<file path="config.mk">
export PLATFORM = sky130hd
export DESIGN_NAME = register_bank
export DESIGN_NICKNAME = d
export VERILOG_FILES = /design/src/rtl/register_bank_pkg.sv /design/src/rtl/reg_dump_ctrl.sv /design/src/rtl/register_bank.sv
export SDC_FILE = /design/constraint.sdc
export NUM_CORES = 2
export LEC_CHECK = 0
export CORE_ASPECT_RATIO = 1.5
export CORE_MARGIN = 8
export CORE_UTILIZATION = 57
export DETAILED_ROUTE_END_ITERATION = 8
export PLACE_DENSITY_LB_ADDON = 0.08
export REMOVE_ABC_BUFFERS = 1
export SLEW_MARGIN = 20
export SYNTH_ARGS = -nofsm -noshare
export SYNTH_HDL_FRONTEND = slang
export SYNTH_SLANG_ARGS = --single-unit
</file>
<file path="constraint.sdc">
create_clock -name clock_i -period 2.41 [get_ports clock_i]
set_input_delay 0.482 -clock clock_i [delete_from_list [all_inputs] [get_ports clock_i]]
set_output_delay 0.482 -clock clock_i [all_outputs]
set_load 0.02 [all_outputs]
</file>
<file path="src/rtl/register_bank_pkg.sv">
// register_bank_pkg: shared widths and dump FSM encoding for the register bank.
package register_bank_pkg;
  localparam int NB_DATA = 32;
  localparam int NB_ADDR = 5;
  localparam int N_REGS  = 2 ** NB_ADDR;
  typedef enum logic [1:0] {IDLE = 2'b00, SEND = 2'b01, DONE = 2'b10} dump_state_t;
endpackage

</file>
<file path="src/rtl/reg_dump_ctrl.sv">
// reg_dump_ctrl: walks the register index over a valid/ready handshake and flags completion.
module reg_dump_ctrl
  import register_bank_pkg::*;
(
  input  logic               clock_i,
  input  logic               reset_n_i,
  input  logic               dump_start_i,
  input  logic               dump_ready_i,
  output logic               dump_valid_o,
  output logic [NB_ADDR-1:0] dump_addr_o,
  output logic               dump_busy_o,
  output logic               dump_done_o
);
  dump_state_t        r_state;
  logic [NB_ADDR-1:0] r_idx;

  always_ff @(posedge clock_i or negedge reset_n_i)
    if (!reset_n_i) begin
      r_state <= IDLE;
      r_idx   <= '0;
    end else
      case (r_state)
        IDLE: if (dump_start_i) begin
          r_state <= SEND;
          r_idx   <= '0;
        end
        SEND: if (dump_ready_i) begin
          if (r_idx == '1) r_state <= DONE;
          else r_idx <= r_idx + 1'b1;
        end
        DONE:    r_state <= IDLE;
        default: r_state <= IDLE;
      endcase

  assign dump_valid_o = r_state == SEND;
  assign dump_busy_o  = r_state != IDLE;
  assign dump_done_o  = r_state == DONE;
  assign dump_addr_o  = r_idx;
endmodule

</file>
<file path="src/rtl/register_bank.sv">
// register_bank: MIPS GPR file with write-through operand reads and a streaming dump port.
module register_bank
  import register_bank_pkg::*;
(
  input  logic               clock_i,
  input  logic               reset_n_i,
  input  logic [NB_DATA-1:0] wb_data_i,
  input  logic [NB_ADDR-1:0] wb_addr_i,
  input  logic               wb_write_i,
  input  logic [NB_ADDR-1:0] rs_addr_i,
  input  logic [NB_ADDR-1:0] rt_addr_i,
  output logic [NB_DATA-1:0] rs_data_o,
  output logic [NB_DATA-1:0] rt_data_o,
  input  logic               dump_start_i,
  input  logic               dump_ready_i,
  output logic               dump_valid_o,
  output logic [NB_ADDR-1:0] dump_addr_o,
  output logic [NB_DATA-1:0] dump_data_o,
  output logic               dump_busy_o,
  output logic               dump_done_o
);
  logic [NB_DATA-1:0] r_regs [N_REGS];
  logic               w_wr;

  assign w_wr = wb_write_i && |wb_addr_i;

  // r_regs[0] is never written, so it stays at its reset value of zero
  always_ff @(posedge clock_i or negedge reset_n_i)
    if (!reset_n_i) r_regs <= '{default: '0};
    else if (w_wr) r_regs[wb_addr_i] <= wb_data_i;

  assign rs_data_o = (w_wr && wb_addr_i == rs_addr_i) ? wb_data_i : r_regs[rs_addr_i];
  assign rt_data_o = (w_wr && wb_addr_i == rt_addr_i) ? wb_data_i : r_regs[rt_addr_i];

  reg_dump_ctrl u_ctrl (
    .clock_i      (clock_i),
    .reset_n_i    (reset_n_i),
    .dump_start_i (dump_start_i),
    .dump_ready_i (dump_ready_i),
    .dump_valid_o (dump_valid_o),
    .dump_addr_o  (dump_addr_o),
    .dump_busy_o  (dump_busy_o),
    .dump_done_o  (dump_done_o)
  );

  // dump beats show stored contents only; the write bypass is for operand reads
  assign dump_data_o = dump_valid_o ? r_regs[dump_addr_o] : '0;
endmodule

</file>
# Word-level counts from Yosys, hierarchy flattened
# Cells that the tools add are included.
# word_totals
memories,0
mem_bits_ro,0
output_inout_bits,104
ramBits,0
latch_bits,0
reg_bits,1031
word_cells,86
# op_classes
mux,23
n_addsub,1
n_lt_le_gt_ge,5
n_mul,0
div,0
n_eq_ne,9
n_shift,0
n_bitwise,4
reduce_logical,10
# op_table
cell,count
1024-bit bitwise mux,1
32-bit binary-select mux with 5-bit select,3
32-bit 2-to-1 mux,10
32-bit demux with 5-bit select,1
6-bit greater-or-equal comparator (second input constant),4
5-bit NOT with 6-bit output,4
5-bit 2-to-1 mux,3
5-bit == test,2
5-bit case mux with 2 select lines,1
6-bit by 1-bit less-than comparator with 1-bit output (second input constant),1
2-bit 2-to-1 mux,3
2-bit inequality test (second input constant),3
5-bit by 1-bit adder with 5-bit output (second input constant),1
5-bit == test (second input constant),1
5-bit OR reduction,1
1-bit logical AND,4
2-bit case mux with 2 select lines,1
4-bit AND reduction,1
2-bit nonzero test,2
3-bit AND reduction,1
2-bit by 1-bit == test with 1-bit output (second input constant),1
2-bit == test (second input constant),1
2-bit logical NOT,1
2-bit by 1-bit inequality test with 1-bit output (second input constant),1

# Logic depth before layout (Yosys ltp)
# depth
ltp_word,6
ltp_mapped,10

# Modules after synthesis
# From an unflattened synthesis, not the netlist that was laid out.
# hier_totals
cells_unflattened,3964
hier_area_um2,61879.3
# by_module_without_submodules
module,cells_per_inst,area_each_um2,instances
register_bank,3929,61490.2,1
reg_dump_ctrl,35,389.1,1

# Worst setup path before layout
# Ideal clock, no wire load.
# synth_path
path_kind,register to output
startpoint,register u_ctrl.r_idx[1] (netlist: u_ctrl.dump_addr_o[1])
endpoint,output dump_data_o[15]
n_path_buf,3
t_arrival_ns,2.189
slack_ns,-0.261
required_time_ns,1.928
stages_incl_launch_ff,8
path_cell_list,dfrtp_1 > buf_2 > buf_2 > clkbuf_1 > mux4_2 > mux4_2 > inv_1 > o22ai_1
# synth_via
elab_chain_len,5
# synth_lines
element,line,rtl
"start, declared",reg_dump_ctrl.sv:15,logic [NB_ADDR-1:0] r_idx;
"start signal, assigned",reg_dump_ctrl.sv:29,else r_idx <= r_idx + 1'b1;
5-bit NOT with 6-bit output (not written as such),register_bank.sv:47,assign dump_data_o = dump_valid_o ? r_regs[dump_addr_o] : '0;
32-bit binary-select mux with 5-bit select,register_bank.sv:47,
32-bit 2-to-1 mux (not written as such) (2 in series),register_bank.sv:47,
32-bit 2-to-1 mux,register_bank.sv:47,
"end, declared",register_bank.sv:18,"output logic [NB_DATA-1:0] dump_data_o,"
# Every way passes these cells. The select of a mux whose other input is x is not followed.

# Worst setup path in the final report
# layout_path
startpoint,register u_ctrl.r_idx[0] (netlist: u_ctrl.dump_addr_o[0])
endpoint,output dump_data_o[4]
# The elaborated chain is that of the path after synthesis.

==> summary.txt <==
Setup path
  – Startpoint types: flop
  – Reg2reg path depth: 13
  – WP data arrival: 3.10 ns
  – CP endpoint kind: output port
  – Crit-path max FO: 8
  – Critical Path RT: between 1.5 and 2 ns
  – Kind of critical path: flop to output port

Detailed routing
  – DRT antenna net count: 0
  – Initial drt markers: 5667
  – Detailed Route WL: between 200 and 250 mm
  – Wire length per cell: 38.1 µm
  – DRC violations left: 0
  – Via count: 46400
  – DRT Pass-1 Iters: 8
  – Vias per cell: 7.49

Clocking
  – Clock transition at path regs: 0.06 ns
  – Clk_lat worst skew: 0.70 ns
  – Max clock buf depth: 3
  – Root Buffer: clkbuf_16
  – Inserted Clock Buffers: between 100 and 150
  – Clk sink count: 1031
  – CTS tree: done
  – H-tree depth: 3

Finish
  – Post-layout utilization of the core: 73.5%
  – Fillers: roughly 6700
  – Nets: 4745
  – Commonest non-fill, non-tap cell in the layout: dfrtp_1
  – Area grow syn2layout: 27.9%
  – Antenna diode count: 0
  – Most frequent cells in the layout: dfrtp_1, mux2_2, mux4_2
  – Layout cells sized above 1: 69.9%

Timing
  – RSZ-0062 raised after global routing: true
  – Max Clk Rate: 0.279 GHz
  – Fin. Hold Viols: 0
  – Layout Skew: 0.00504 ns
  – Max_slew headroom: 48.5%
  – PnR worst setup slack: -1.17 ns
  – Slew @ Worst Pin: 0.772 ns
  – Max-slew violations: 0
  – Fin crit share: 149%
  – Sum of negative setup slack: -65.25 ns
  – Post-route minimum period: between 3 and 4 ns
  – Final setup violation count: 99

Synth
  – Synth unique cells: 40
  – Yosys top cell area share: between 40% and 50%
  – Post-Syn Area per Cell: 15.4 µm²
  – Netlist Area Pre-Place: roughly 62000 µm²
  – Sequential fraction of the synthesis area: 41.5%
  – Syn Inst Count: 4035
  – Area contributors post-synth: dfrtp_1, mux4_2, mux2_2
  – Flops & latches, synth: 1031
  – Leading area contributor after synthesis: dfrtp_1
  – Synth warn: 0

Power and ir drop
  – Pwr Total: 69.4 mW
  – Leakage: 33.6 nW
  – Maximum vdd ir drop: 0.890 mV
  – PwrDens: 873 nW/µm²

Outcome
  – Failing checks: negative setup slack
  – Status: complete, but fails checks

GRT
  – Antenna violations before repair: 0
  – Vias in the first global route: 49000
  – Gr ovfl total: 0
  – Pin count of the biggest net entering global routing: roughly 110
  – First-pass GRT wire length: 338 mm
  – Global Route Usage Sum: about two fifths

Floorplanning
  – Core footprint: 108000 µm²
  – Die Wd: roughly 290 µm
  – Number of top-level pins: about 160
  – Die H: 421 µm
  – Die area: between 100000 and 150000 µm²
  – Initial Util: a little under three fifths
  – FP Rows: about 150

Placement
  – Dpl hpwl: 149 mm
  – PortBufs: 155
  – Worst slack, placed: -1.48 ns
  – Final Wtd Congestion: 0.924

Min path
  – Min-Delay Path Class: input port to asynchronous set/reset pin

Job
  – Maxcap violations: 0
## what timing repair did
item / CTS / global route
hold buffers: 1 / 0
hold endpoints to repair: 133 / 0
cloned: 20 / 17
pin swaps: 81 / 94
resized for setup: 939 / 214
setup buffers: 82 / 69
setup endpoints to repair: 107 / 101
## layout make-up
type,count,area (µm²),area share (%)
inverters,69,269,0.338
clock inverters,39,467,0.587
multi-input cells,2446,35400,44.4
flip-flops and latches,1031,25800,32.4
clock buffers,150,3060,3.84
repair buffers,1040,12800,16.1
well taps,1425,1780,2.24
## state kept, by name, indices dropped and copies added, names as in the netlist
signal              count
r_regs               1024
u_ctrl.dump_addr_o      5
u_ctrl.r_state          2
## Yosys cell counts, drive strengths merged
cell,n
nor2b,9
nand3b,9
o21ai,70
o22ai,280
nor2,22
clkbuf,240
dfrtp,1031
clkinv,9
nand2b,5
mux2i,8
mux4,831
xnor2,6
a21oi,8
mux2,993
or4,62
ha,2
o31ai,2
and3b,1
a21o,1
or2,1
nor3b,5
o32ai,2
buf,249
or3,2
xor2,6
inv,60
nor3,1
and3,3
or3b,2
a21bo,1
nor4,2
nand2,97
nand3,12
nand4,3
## critical path, cell delays in order, from the launching register on
cell and delay (ns):
dfrtp_4 0.45, buf_12 0.18, buf_16 0.20, buf_16 0.16, buf_12 0.11, mux4_2 0.48
mux4_2 0.49, inv_2 0.07, o22ai_2 0.07, buf_6 0.15
## kinds of logic after synthesis
group           share of synthesized area, %
xor+xnor                               0.169
simple gates                            2.08
fa+ha+maj                             0.0402
mux                                     48.2
buf+inv                                 4.50
flops                                   41.5
compound gates                          3.52
## layer usage
metal / routed length, µm / share of wire, % / GRT usage, %
met4: 18900 / 8.0 / 25.0
met2: 109000 / 46 / 59.2
met3: 26300 / 11 / 9.10
met1: 82400 / 35 / 49.2
met5: 0 / 0 / 0
## worst paths after layout
path                       slack [ns]                  start                    end
setup / recovery                -1.17  u_ctrl.dump_addr_o[0]         dump_data_o[4]
hold / removal                   0.24              reset_n_i            r_regs[865]
setup reg to reg                -0.14  u_ctrl.dump_addr_o[0]  u_ctrl.dump_addr_o[2]
hold reg to reg                  0.42           r_regs[1002]           r_regs[1002]
max in group asynchronous        1.08              reset_n_i            r_regs[499]
min in group clock_i             0.42           r_regs[1002]           r_regs[1002]
## power by group
group | switching (mW) | internal (mW) | leakage, nW
sequential | 3.31 | 20.6 | 13.2
clock | 7.33 | 9.75 | 1.74
combinational | 11.6 | 16.9 | 18.7
total | 22.2 | 47.2 | 33.6
## through the flow
stage | area, µm² | std cells | hold slack, ns
2_1_floorplan | 59700 | 3546 | 0.186
4_1_cts | 78000 | 6127 | 0.220
3_5_place_dp | 71500 | 5836 | 0.370
6_report | 79600 | 6200 | 0.238
5_1_grt | 79600 | 6200 | 0.273
3_3_place_gp | 71500 | 5836 | 0.371
Note: power is estimated with default switching activity, not from simulation.
